[src/rtl/control_sequencer.sv]
// Hardwired control sequencer for a single-bus datapath: fetch T0-T2, execute T3-T6, DONE.
// Optional build macro CTRL_STEP_EN adds a step input that gates every non-reset transition.
module control_sequencer (
    input  logic        clk,
    input  logic        reset,
    input  logic        run,
`ifdef CTRL_STEP_EN
    input  logic        step,
`endif
    input  logic [31:0] IR,
    output logic [15:0] Rout,
    output logic [15:0] Rin,
    output logic        PCout,
    output logic        Zlowout,
    output logic        Zhighout,
    output logic        MDRout,
    output logic        MARin,
    output logic        PCin,
    output logic        MDRin,
    output logic        IRin,
    output logic        Yin,
    output logic        Zin,
    output logic        HIin,
    output logic        LOin,
    output logic        Read,
    output logic        IncPC,
    output logic [12:0] alu_op,
    output logic        done,
    output logic        illegal,
    output logic [15:0] instr_count
);

    localparam int unsigned CNT_W = 16;
    localparam int unsigned ALU_W = 13;

    // alu_op bit positions, AND in the MSB
    localparam int unsigned B_AND  = 12;
    localparam int unsigned B_OR   = 11;
    localparam int unsigned B_ADD  = 10;
    localparam int unsigned B_SUB  = 9;
    localparam int unsigned B_MUL  = 8;
    localparam int unsigned B_DIV  = 7;
    localparam int unsigned B_SHR  = 6;
    localparam int unsigned B_SHRA = 5;
    localparam int unsigned B_SHL  = 4;
    localparam int unsigned B_ROR  = 3;
    localparam int unsigned B_ROL  = 2;
    localparam int unsigned B_NEG  = 1;
    localparam int unsigned B_NOT  = 0;

    typedef enum logic [3:0] {
        IDLE, T0, T1, T2, T3, T4, T5, T6, DONE
    } state_e;

    state_e             state_q, state_d;
    logic [CNT_W-1:0]   instr_count_q, instr_count_d;

    logic [4:0]         opcode;
    logic [3:0]         ra, rb, rc;
    logic [ALU_W-1:0]   alu_sel;
    logic               legal, is_muldiv, is_unary;
    logic               advance;
    logic               unused_ir;

    assign opcode    = IR[31:27];
    assign ra        = IR[26:23];
    assign rb        = IR[22:19];
    assign rc        = IR[18:15];
    assign unused_ir = ^IR[14:0];

`ifdef CTRL_STEP_EN
    assign advance = step;
`else
    assign advance = 1'b1;
`endif

    assign instr_count = instr_count_q;

    function automatic logic [15:0] onehot16(input logic [3:0] idx);
        logic [15:0] r;
        r      = '0;
        r[idx] = 1'b1;
        return r;
    endfunction

    // Opcode decode into one-hot ALU select and class flags
    always_comb begin
        alu_sel   = '0;
        legal     = 1'b1;
        is_muldiv = 1'b0;
        is_unary  = 1'b0;
        case (opcode)
            5'b00011: alu_sel[B_ADD]  = 1'b1;
            5'b00100: alu_sel[B_SUB]  = 1'b1;
            5'b00101: alu_sel[B_AND]  = 1'b1;
            5'b00110: alu_sel[B_OR]   = 1'b1;
            5'b00111: alu_sel[B_SHR]  = 1'b1;
            5'b01000: alu_sel[B_SHRA] = 1'b1;
            5'b01001: alu_sel[B_SHL]  = 1'b1;
            5'b01010: alu_sel[B_ROR]  = 1'b1;
            5'b01011: alu_sel[B_ROL]  = 1'b1;
            5'b01111: begin alu_sel[B_MUL] = 1'b1; is_muldiv = 1'b1; end
            5'b10000: begin alu_sel[B_DIV] = 1'b1; is_muldiv = 1'b1; end
            5'b10001: begin alu_sel[B_NEG] = 1'b1; is_unary  = 1'b1; end
            5'b10010: begin alu_sel[B_NOT] = 1'b1; is_unary  = 1'b1; end
            default:  legal = 1'b0;
        endcase
    end

    // Next state, instruction counter and Moore strobe decode
    always_comb begin
        state_d       = state_q;
        instr_count_d = instr_count_q;
        Rout     = '0;
        Rin      = '0;
        PCout    = 1'b0;
        Zlowout  = 1'b0;
        Zhighout = 1'b0;
        MDRout   = 1'b0;
        MARin    = 1'b0;
        PCin     = 1'b0;
        MDRin    = 1'b0;
        IRin     = 1'b0;
        Yin      = 1'b0;
        Zin      = 1'b0;
        HIin     = 1'b0;
        LOin     = 1'b0;
        Read     = 1'b0;
        IncPC    = 1'b0;
        alu_op   = '0;
        done     = 1'b0;
        illegal  = 1'b0;

        case (state_q)
            IDLE: begin
                if (run) state_d = T0;
            end
            T0: begin
                PCout   = 1'b1;
                MARin   = 1'b1;
                IncPC   = 1'b1;
                Zin     = 1'b1;
                state_d = T1;
            end
            T1: begin
                Zlowout = 1'b1;
                PCin    = 1'b1;
                Read    = 1'b1;
                MDRin   = 1'b1;
                state_d = T2;
            end
            T2: begin
                MDRout  = 1'b1;
                IRin    = 1'b1;
                state_d = T3;
            end
            T3: begin
                if (legal) begin
                    Rout    = onehot16(rb);
                    Yin     = 1'b1;
                    state_d = T4;
                end else begin
                    state_d = DONE;
                end
            end
            T4: begin
                alu_op  = alu_sel;
                Zin     = 1'b1;
                Rout    = is_unary ? onehot16(rb) : onehot16(rc);
                state_d = T5;
            end
            T5: begin
                Zlowout = 1'b1;
                if (is_muldiv) begin
                    LOin    = 1'b1;
                    state_d = T6;
                end else begin
                    Rin     = onehot16(ra);
                    state_d = DONE;
                end
            end
            T6: begin
                Zhighout = 1'b1;
                HIin     = 1'b1;
                state_d  = DONE;
            end
            DONE: begin
                done          = 1'b1;
                illegal       = ~legal;
                instr_count_d = instr_count_q + CNT_W'(1);
                state_d       = run ? T0 : IDLE;
            end
            default: state_d = IDLE;
        endcase

        // Without a step the FSM and counter hold; strobes follow the held state
        if (!advance) begin
            state_d       = state_q;
            instr_count_d = instr_count_q;
        end
    end

    always_ff @(posedge clk) begin
        if (!reset) begin
            state_q       <= IDLE;
            instr_count_q <= '0;
        end else begin
            state_q       <= state_d;
            instr_count_q <= instr_count_d;
        end
    end

endmodule

[config.mk]
export PLATFORM = sky130hd
export DESIGN_NAME = control_sequencer
export DESIGN_NICKNAME = d
export VERILOG_FILES = /design/src/rtl/control_sequencer.sv
export SDC_FILE = /design/constraint.sdc
export NUM_CORES = 1
export LEC_CHECK = 0
export BUFFER_PORTS_ARGS = -buffer_cell sky130_fd_sc_hd__buf_4
export CAP_MARGIN = 15
export CORE_ASPECT_RATIO = 2
export CORE_MARGIN = 1.5
export CORE_UTILIZATION = 35
export DETAILED_ROUTE_END_ITERATION = 7
export GPL_ROUTABILITY_DRIVEN = 0
export HOLD_SLACK_MARGIN = 0.08
export PLACE_DENSITY = 0.73
export SYNTH_ARGS = -nofsm -noshare
export SYNTH_HDL_FRONTEND = slang
export SYNTH_SLANG_ARGS = --single-unit
[constraint.sdc]
create_clock -name clk -period 1.7 [get_ports clk]
set_input_delay 0.085 -clock clk [delete_from_list [all_inputs] [get_ports clk]]
set_output_delay 0.085 -clock clk [all_outputs]
set_load 0.1 [all_outputs]
==> results of run 1 <==
-- layer usage --
layer / share of wire / routed length (µm)
met1: 0.29 / 3620
met2: 0.55 / 6900
met3: 0.067 / 841
met4: 0.090 / 1120
met5: 0 / 0
-- cell usage after synthesis (6+ instances only) --
| cell | instances |
|---|---|
| nor2_1 | 38 |
| dfxtp_1 | 20 |
| nand2_1 | 20 |
| nor3_1 | 18 |
| and2_1 | 12 |
| o21ai_0 | 12 |
| nand2b_1 | 9 |
| nand3_1 | 9 |
| o22ai_1 | 8 |
| nor2b_1 | 7 |
| and3_1 | 6 |
| buf_4 | 6 |
| nand4_1 | 6 |
-- sequential cells by signal (all words and copies together), names as in the netlist --
| name | count |
|---|---|
| instr_count | 16 |
| state_q | 4 |
-- power by group --
group	total, W	internal [W]	leakage [nW]	switching, W
Sequential	0.000474	0.000465	0.172	0.00000910
Combinational	0.000804	0.000298	1.65	0.000505
Clock	0.000432	0.000256	0.0339	0.000176
Total	0.00171	0.00102	1.85	0.000690
-- cell type report --
cell class	instances	area (µm²)
Timing Repair Buffer	164	2120
Multi-Input combinational cell	221	2070
Sequential cell	20	440
Tap cell	58	72.6
Inverter	6	30.0
Fill cell	134	298
Clock buffer	4	66.3
-- cells by family (layout without fill, tap and decap cells) --
family / Yosys count / in the layout / synth area share
xor+xnor: 10 / 10 / 0.0474
buf+inv: 24 / 174 / 0.0678
simple gates: 153 / 154 / 0.453
compound gates: 56 / 56 / 0.208
flops: 20 / 20 / 0.217
fa+ha+maj: 1 / 1 / 0.00677
-- critical path, stage by stage (launching register included) --
cell      delay (ps)
dfxtp_2          350
nor4b_4          390
nand2b_1         240
o21ai_4          280
buf_6            160
nor2_4            50
o41ai_4          300
buf_6            280
-- path summary, 6_finish.rpt --
check	from	endpoint	slack (ps)	cells after the start
max	state_q[0]	Rout[3]	-710	7
min	reset	instr_count[1]	170	2
max reg2reg	state_q[0]	instr_count[5]	-280	9
min reg2reg	instr_count[9]	instr_count[9]	520	2
-- stage by stage --
step | cells | cell area [µm²] | setup TNS, ps | power (W)
after floorplan | 264 | 2520 | -25130 | 0.000882
after global placement | 448 | 3580 | -3700 | 0.00106
after detailed placement | 448 | 3580 | -4650 | 0.00106
after CTS | 461 | 4460 | -9270 | 0.00156
after global routing | 473 | 4790 | -27570 | 0.00173
final | 473 | 4790 | -21830 | 0.00171
-- what timing repair did --
action,in CTS,in global routing
pin swaps,17,30
setup endpoints to repair,66,71
gates resized for setup,180,58
cloned,0,1
setup buffers,10,14
hold buffers,0,0
==> run summary, run 1 <==
Counting every net in the synthesized netlist gives 300. The routing usage on met1 was 0.295; the per-cell routed wire length was 26.4 µm. The number of flops mapped to enable cells by yosys is 0, and the final clock skew is 1.39 ps. The final reports fail on setup timing.

The tools report the worst path required time as 1620 ps. Most common library cell in the layout ignoring fill and taps: buf_4. Based on the critical path, the design can be clocked at up to 415 MHz. The post-synthesis async set-or-reset flop share is 0.

The run gives 452 as the number of nets at the end of the flow. Ranked by total cell area, the synthesized netlist is headed by dfxtp_1 22%, nor2_1 7.7%, nor3_1 4.9%. In the layout the commonest cells are 75 x buf_4, 63 x buf_12, 26 x buf_6. The clock net in this run drives a total of 20 sinks.

The type of the worst setup path was reg2out. After detailed routing, the total wire length is 12500 µm. The root buffer cell is clkbuf_8.

Counting distinct cell types in the post-synthesis netlist gives 50. The total global routing track utilization was 0.338; the remaining max-slew budget at the tightest pin was 0.641. After legalization and detailed placement, the total HPWL measured 6140 µm.

After synthesis the netlist holds a flip-flop and latch count of 20. Summed over all cells, the static leakage comes to 1.85 nW. The die is 106 µm tall. The most common flop cell mapped by yosys is dfxtp_1.

Initial core utilization: 0.363. Area share of the largest cell type after synthesis: 0.217. TritonCTS built the clock tree. Maximum number of pins on one net before global-route repair: 20. The count of antenna diodes in the layout was 0; the number of ports placed on the die boundary was 112.

In this run the core area contains 37 standard-cell rows. For the total vias in the final route, the log shows 3112. Counting every instance in the synthesized netlist gives 264.

The tools report the final critical-path setup slack as -708 ps. Measured along the x axis, the die boundary spans 54.4 µm. Input and output buffers added on the ports amount to 96. IR analysis of the VDD net gives a maximum drop of 0.774 mV. The logs give 14600 µm for the first-pass GRT wire length and 0.650 for the global routing met2 resource utilization. The number of global-route vias before repair is 2979. STA classifies the critical path endpoint as an output port. The run gives 0 as the hold violation count in the final report. The leading area contributor after synthesis is dfxtp_1. Hold timing on the final database bottoms out at a slack of 168 ps. In the routed design, unresolved DRC markers number 0.

Data on the critical path arrives at its endpoint at 2320 ps. The insertion delay to the later sink of the worst-skew pair is 260 ps, and the top fanout value on the critical path is 4. The run finished, with violations left. Number of levels the H-tree was split into: 1. The tool flagged a number of max-cap violations equal to 0.

The tools report the final design utilization as 0.942. Setup repair after global routing could not meet its margin everywhere. The tools report the sequential area share after synthesis as 0.217. The layer flagged by global routing as most heavily used is met2. For this block, the initial DRC count from the detailed router was 180. The met3 routing resource usage after global routing was 0.0411. For the finished layout, the period the worst path requires is 2410 ps.

The total core area is 5090 µm², and the remaining global-route overflow is 0. The share of the cycle needed by the critical path after routing was 1.42; the number of vias per cell was 6.58. The path class of the tightest hold or removal check is in2reg. For this run, the number of Yosys warnings is 0. Pre-CTS worst setup slack: -226 ps. The mean post-synth cell area was 7.00 µm²; the number of antenna violations at the first check in global routing was 0. The final setup violation count was 75; the layout-stage area growth over the synthesis result was 160%. The longest clock path from root to sink contains 2 buffers. The max-slew violation count is 0, and the clock buffer count from CTS is 3.

In this run the cell area of the synthesized design comes to 1850 µm². In this run the power density over the cells is 357 nW/µm². The worst setup path is launched from a flop. The tools report the number of detailed-routing iterations run before antenna repair as 7. The transition time at the pin with the least slew margin was 538 ps; the post-route antenna net violation count was 0.

The clock-pin slew on the worst setup and hold paths is 80 ps. The floorplan step defined a die boundary enclosing 5750 µm². The fraction of layout cells with a size suffix above 1 works out to 0.665.
(Power assumes the default switching activity.)
==> run 2, diff against run 1 <==
- MAX_ROUTING_LAYER: not set -> met4
- clock period: 1.7 -> 2.6 ns (I/O delays scaled with it)
==> run 2 against run 1 <==
  * The run now ends clean
  * Clock power decreased by 28%
  * Hold slack better by 29 ps
  * Via count shrank 26%
  * Cell count down 13%
  * Highest routed layer unchanged
==> run summary, run 2 (same netlist as run 1, synthesis figures left out) <==
Final clock skew: 1.36 ps (-0.0316 ps). The fraction of layout cells with a size suffix above 1 works out to 0.431 (-0.234). The die extent in x was 54.4 µm (unchanged). The run gives 3000 µm² (-38%) as the final standard cell area without fillers.

The insertion delay to the later sink of the worst-skew pair was 260 ps (about the same); the worst path required time was 2470 ps (+850 ps). Leaving out fill and tap cells, the most frequent cells in the layout are 103 x buf_4, 33 x nor2_1, 20 x dfxtp_1. The logs give 0 (unchanged) for the number of hold buffers added after CTS and 0 (unchanged) for the max-slew violation count. The remaining global-route overflow was 0 (unchanged); the number of antenna violations at the first check in global routing was 0 (unchanged). The number of ports placed on the die boundary is 112 (unchanged). The power density over cell area was 311 nW/µm² (-13%). The tools report the post-placement cell area as 2890 µm² (-19%). STA classifies the critical path endpoint as an output port. Die height: 106 µm (unchanged).

The layout-stage area growth over the synthesis result is 62.3%. Timing would allow up to 412 MHz. The worst hold slack across all endpoints was 197 ps (+29.4 ps); the DRC violation count after routing was 0 (unchanged).

The worst setup path is of the reg2out kind. The number of maximum-capacitance violations was 0 (unchanged); the top fanout value on the critical path was 7 (+3). The data arrival time of the critical path came out at 2300 ps (-20 ps). The highest signal layer in the routed design is met4. The smallest clock period supported by the final layout is computed as 2430 ps.

Post-route antenna net violation count: 0 (unchanged). The run gives 4 (-3) as the number of detailed-routing iterations run before antenna repair. The transition time at the pin with the least slew margin is 625 ps (+87.2 ps), and the initial detailed-routing violation count is 16 (-91%).

The detailed route wirelength on metal2 is 3710 µm (-46%). The total vias in the final route was 2302 (-26%). The logs give 204 µm (-76%) for the routed wire length on met3 and 0 (unchanged) for the hold violation count in the final report. The run gives 0.223 (-0.115) as the total global routing track utilization. The number of levels the H-tree was split into was 1 (unchanged).

Setup repair after global routing left no endpoint under its margin. The tools report the initial core utilization as 0.363 (unchanged). The maximum number of pins on one net before global-route repair is 25 (+25%), and the per-cell routed wire length is 15.0 µm (-43%). The run gives 0.583 (-0.0581) as the remaining max-slew budget at the tightest pin. The number of nets at the end of the flow was 390 (-14%). The run gives 0.542 mV (-30%) as the largest vdd supply drop.

The run gives 2180 (-27%) as the number of global-route vias before repair. The tools report the clock tree buffer depth as 2 (unchanged). The tools report the count of clock tree sinks as 20 (unchanged).

The total core area is 5090 µm² (unchanged). TritonCTS built the clock tree. The flow ran to the end, and the final reports show no timing, DRC or antenna violations. The run gives 9730 µm (-33%) as the first-pass GRT wire length. The category of the worst setup path launch point is a flop. In this run the worst hold path is classified as in2reg. The run gives 6180 µm (-51%) as the routed wire length. For the die footprint, the log shows 5750 µm² (unchanged). Number of flip-flops in the largest register: 16 (unchanged). For the count of antenna diodes in the layout, the log shows 0 (unchanged). The post-route met1 wirelength came out at 2070 µm (-43%). For the static leakage power, the log shows 1.22 nW (-34%). Clock-pin slew on the worst setup and hold paths: 70 ps (about the same). The site row count came out at 37 (unchanged). The detailed placer's ending HPWL is 4970 µm (-19%), and the final setup violation count is 0 (-100%). The number of vias per cell was 5.60 (-15%); the number of buffers added on ports was 96 (unchanged).

The run gives 3 (unchanged) as the clock buffer count from CTS. Root buffer cell: clkbuf_8. The share of the cycle needed by the critical path after routing was 0.934. The most common library cell in the layout ignoring fill and taps was buf_4.
## run 2: cell types whose count changed in the layout (fill, tap and decap cells not counted), sizes merged
| cell | delta |
|---|---|
| buf | -61 |
| bufinv | +1 |
| nand4 | -1 |
| clkbuf | -1 |
## run 2: final cells by class
class                      count  area [µm²]
timing repair buffer         103         773
tap                           58        72.6
sequential                    20         400
fill                         498        2100
clock inverter                 1        30.0
clock buffer                   3        41.3
multi-input combinational    220        1660
inverter                       6        22.5
## run 2: per-stage QoR
stage	instances	setup slack (ps)	TNS (ps)	util	power [W]
after floorplan	264	-596	-2520	-	0.000553
after global placement	404	291	0	0.568	0.000625
after detailed placement	404	229	0	0.568	0.000628
after CTS	410	63.5	0	0.585	0.000939
after global routing	411	81.5	0	0.588	0.000964
final	411	171	0	0.588	0.000933
## run 2: critical path, stage by stage (launching register included)
cell,delay [ps]
dfxtp_1,450
nor4b_4,310
nand2b_1,140
o21ai_4,320
nand3b_1,170
buf_4,200
o22ai_4,140
buf_4,310
## run 2: final timing paths
path	start	depth (start not counted)	slack, ps	endpoint
max	state_q[2]	7	170	Rout[5]
min	reset	3	200	state_q[2]
max reg2reg	state_q[1]	8	580	instr_count[15]
min reg2reg	instr_count[9]	2	540	instr_count[9]
## run 2: per-layer routing
layer | GRT usage | up-vias
met5 | - | -
met4 | 0.0946 | 0
met3 | 0.00567 | 11
met2 | 0.441 | 61
met1 | 0.198 | 1096
li1 | - | 1134
## run 2: repair_timing
action | 4_1_cts | 5_1_grt
setup buffers | 2 | 1
gates resized for setup | 0 | 1
pin swaps | 1 | 1
setup endpoints to repair | 4 | 7
gates cloned | 0 | 0
## run 2: where the power goes
group          internal, W  total, W  switching, W  leakage [nW]
Sequential        0.000310  0.000318    0.00000810         0.161
Combinational    0.0000807  0.000305      0.000225          1.02
Clock             0.000206  0.000309      0.000104        0.0357
Total             0.000596  0.000933      0.000337          1.22
==> run 3, diff against run 2 <==
- CORE_ASPECT_RATIO: 2 -> 1.1
==> run 3 against run 2 <==
  * Core utilization is 0.22 points higher
  * Non-clock buffer count is 1 lower
  * The flow now finishes with violations (DRC)
  * Via count is 0.61% lower
  * Cell count is 0.24% lower
  * Highest routed layer unchanged
  * Critical path depth stayed put
==> run summary, run 3 (same netlist as run 1, synthesis figures left out) <==
The site row count was 27 (-27%); the number of nets at the end of the flow was 389 (-0.26%). Leaving out fill and tap cells, the most frequent cells in the layout are 102 x buf_4, 33 x nor2_1, 20 x dfxtp_1. The final design utilization was 0.591 (+0.00215); the die height was 79.2 µm (-25%). The worst hold-check path type is in2reg. The tree is rooted in a clkbuf_8. The total design power is 0.000859 W (-7.9%). The count of clock tree sinks was 20 (unchanged). The number of antenna violations at the first check in global routing is 0 (unchanged), and the worst hold slack across all endpoints is 204 ps (+6.44 ps). The run gives 400 µm² (unchanged) as the sequential cell area. Setup repair after global routing left no endpoint under its margin. STA classifies the critical path startpoint as a flop. For the total vias in the final route, the log shows 2288 (-0.61%).

First-pass GRT wire length: 9200 µm (-5.5%). The logs give 0.194 (-0.0290) for the total global routing track utilization and 260 ps (about the same) for the insertion delay to the later sink of the worst-skew pair. Combined area of the multi-input logic cells: 1660 µm² (unchanged).

The critical path in this run is classified as reg2out. The slack of the worst reg-to-reg path is 670 ps (+90 ps), and the routed wire length is 5670 µm (-8.3%). The run gives 0 (unchanged) as the max-slew violation count. The number of levels the H-tree was split into was 1 (unchanged); the per-cell routed wire length was 13.8 µm (-8.0%). The final clock skew came out at 0.970 ps (-0.394 ps). The number of buffers added on ports was 96 (unchanged); the remaining global-route overflow was 0 (unchanged). TritonCTS built the clock tree. Detailed placer's ending HPWL: 4300 µm (-13%). The clock buffer count from CTS is 3 (unchanged). The area growth from synthesis to layout is 61.0%. The transition time at the pin with the least slew margin came out at 588 ps (-37.4 ps).

Fraction of layout cells with a size suffix above 1: 0.429 (-0.00162). The number of fill cells is 457 (-8.2%), and the clock-pin slew on the worst setup and hold paths is 70 ps (about the same). The maximum number of pins on one net before global-route repair was 25 (unchanged).

The worst path required time is 2470 ps (about the same), and the largest vdd supply drop is 0.154 mV (-72%). The hold violation count in the final report came out at 0 (unchanged). The number of flip-flops in the largest register works out to 16 (unchanged).

The total core area was 5030 µm² (-1.2%). The count of antenna diodes in the layout is 0 (unchanged). The final critical-path required period is 2450 ps (+19.7 ps), and the number of detailed-routing iterations run before antenna repair is 7 (+3). The peak clock frequency supported by timing came out at 408 MHz (-0.80%).

Clock tree buffer depth: 2 (unchanged). The most common library cell in the layout ignoring fill and taps is buf_4. The number of vias per cell works out to 5.58 (-0.37%). DRC violation count after routing: 1 (+1). The run finished, with violations left.

The tools report the non-filler instance count after layout as 410 (-0.24%). The power density over cell area was 289 nW/µm² (-7.2%). Initial detailed-routing violation count: 129 (+113).

The checks that failed: DRC. The number of ports placed on the die boundary was 112 (unchanged). The number of global-route vias before repair was 2047 (-6.1%); the top fanout value on the critical path was 8 (+1).

The initial core utilization is 0.367 (+0.00424). The share of the cycle needed by the critical path after routing works out to 0.942 (+0.00758). For the number of cells after detailed placement, the log shows 405 (+0.25%).

The die extent in x works out to 72.3 µm (+33%). For the number of maximum-capacitance violations, the log shows 0 (unchanged). The post-route antenna net violation count came out at 0 (unchanged). Static leakage power: 1.21 nW (-0.91%). The logs give 5720 µm² (-0.45%) for the die footprint and 2320 ps (+20 ps) for the data arrival time of the critical path. The final setup violation count came out at 0 (unchanged).

STA classifies the critical path endpoint as an output port. The remaining max-slew budget at the tightest pin is 0.608 (+0.0249).
run 3: path summary, 6_finish.rpt:
path	from	endpoint	cells after the start
worst max register to register	state_q[1]	instr_count[15]	8
worst min-delay path	reset	state_q[2]	3
worst max-delay path	state_q[0]	Rout[9]	7
worst min register to register	instr_count[9]	instr_count[9]	2
run 3: metrics by stage:
step | TNS [ps] | worst slack (ps) | cell area, µm²
finish | 0 | 151 | 2970
global route | 0 | 12.9 | 2970
detailed placement | 0 | 305 | 2900
global placement | 0 | 335 | 2900
CTS | 0 | 3.12 | 2960
floorplan | -2520 | -596 | 2170
run 3: final cells by class:
type / instances / share of cell area
Inverter: 6 / 0.00758
Multi-Input combinational cell: 220 / 0.557
Tap cell: 58 / 0.0244
Clock buffer: 4 / 0.0185
Timing Repair Buffer: 102 / 0.258
Sequential cell: 20 / 0.135
run 3: power breakdown:
group / leakage [nW] / internal, W / switching [W]
sequential: 0.161 / 0.000310 / 0.00000631
clock: 0.0288 / 0.000135 / 0.000103
combinational: 1.02 / 0.0000808 / 0.000224
total: 1.21 / 0.000526 / 0.000334
run 3: critical path, stage by stage (launching register included):
cell      delay, ps
dfxtp_1         470
buf_4           210
and2b_1         200
and2_1          300
nand4b_1        140
buf_4           190
o32ai_4         200
buf_4           330
run 3: per-layer routing:
metal	global-route usage	up-vias	routed length, µm
met5	-	-	0
met4	0.0434	0	28
met3	0.0127	3	235
met2	0.329	81	2940
met1	0.253	1074	2470
li1	-	1130	-
run 3: repair_timing:
item,CTS,global route
setup endpoints to repair,0,4
gates resized for setup,0,1
buffers inserted,0,1
hold buffers,0,0
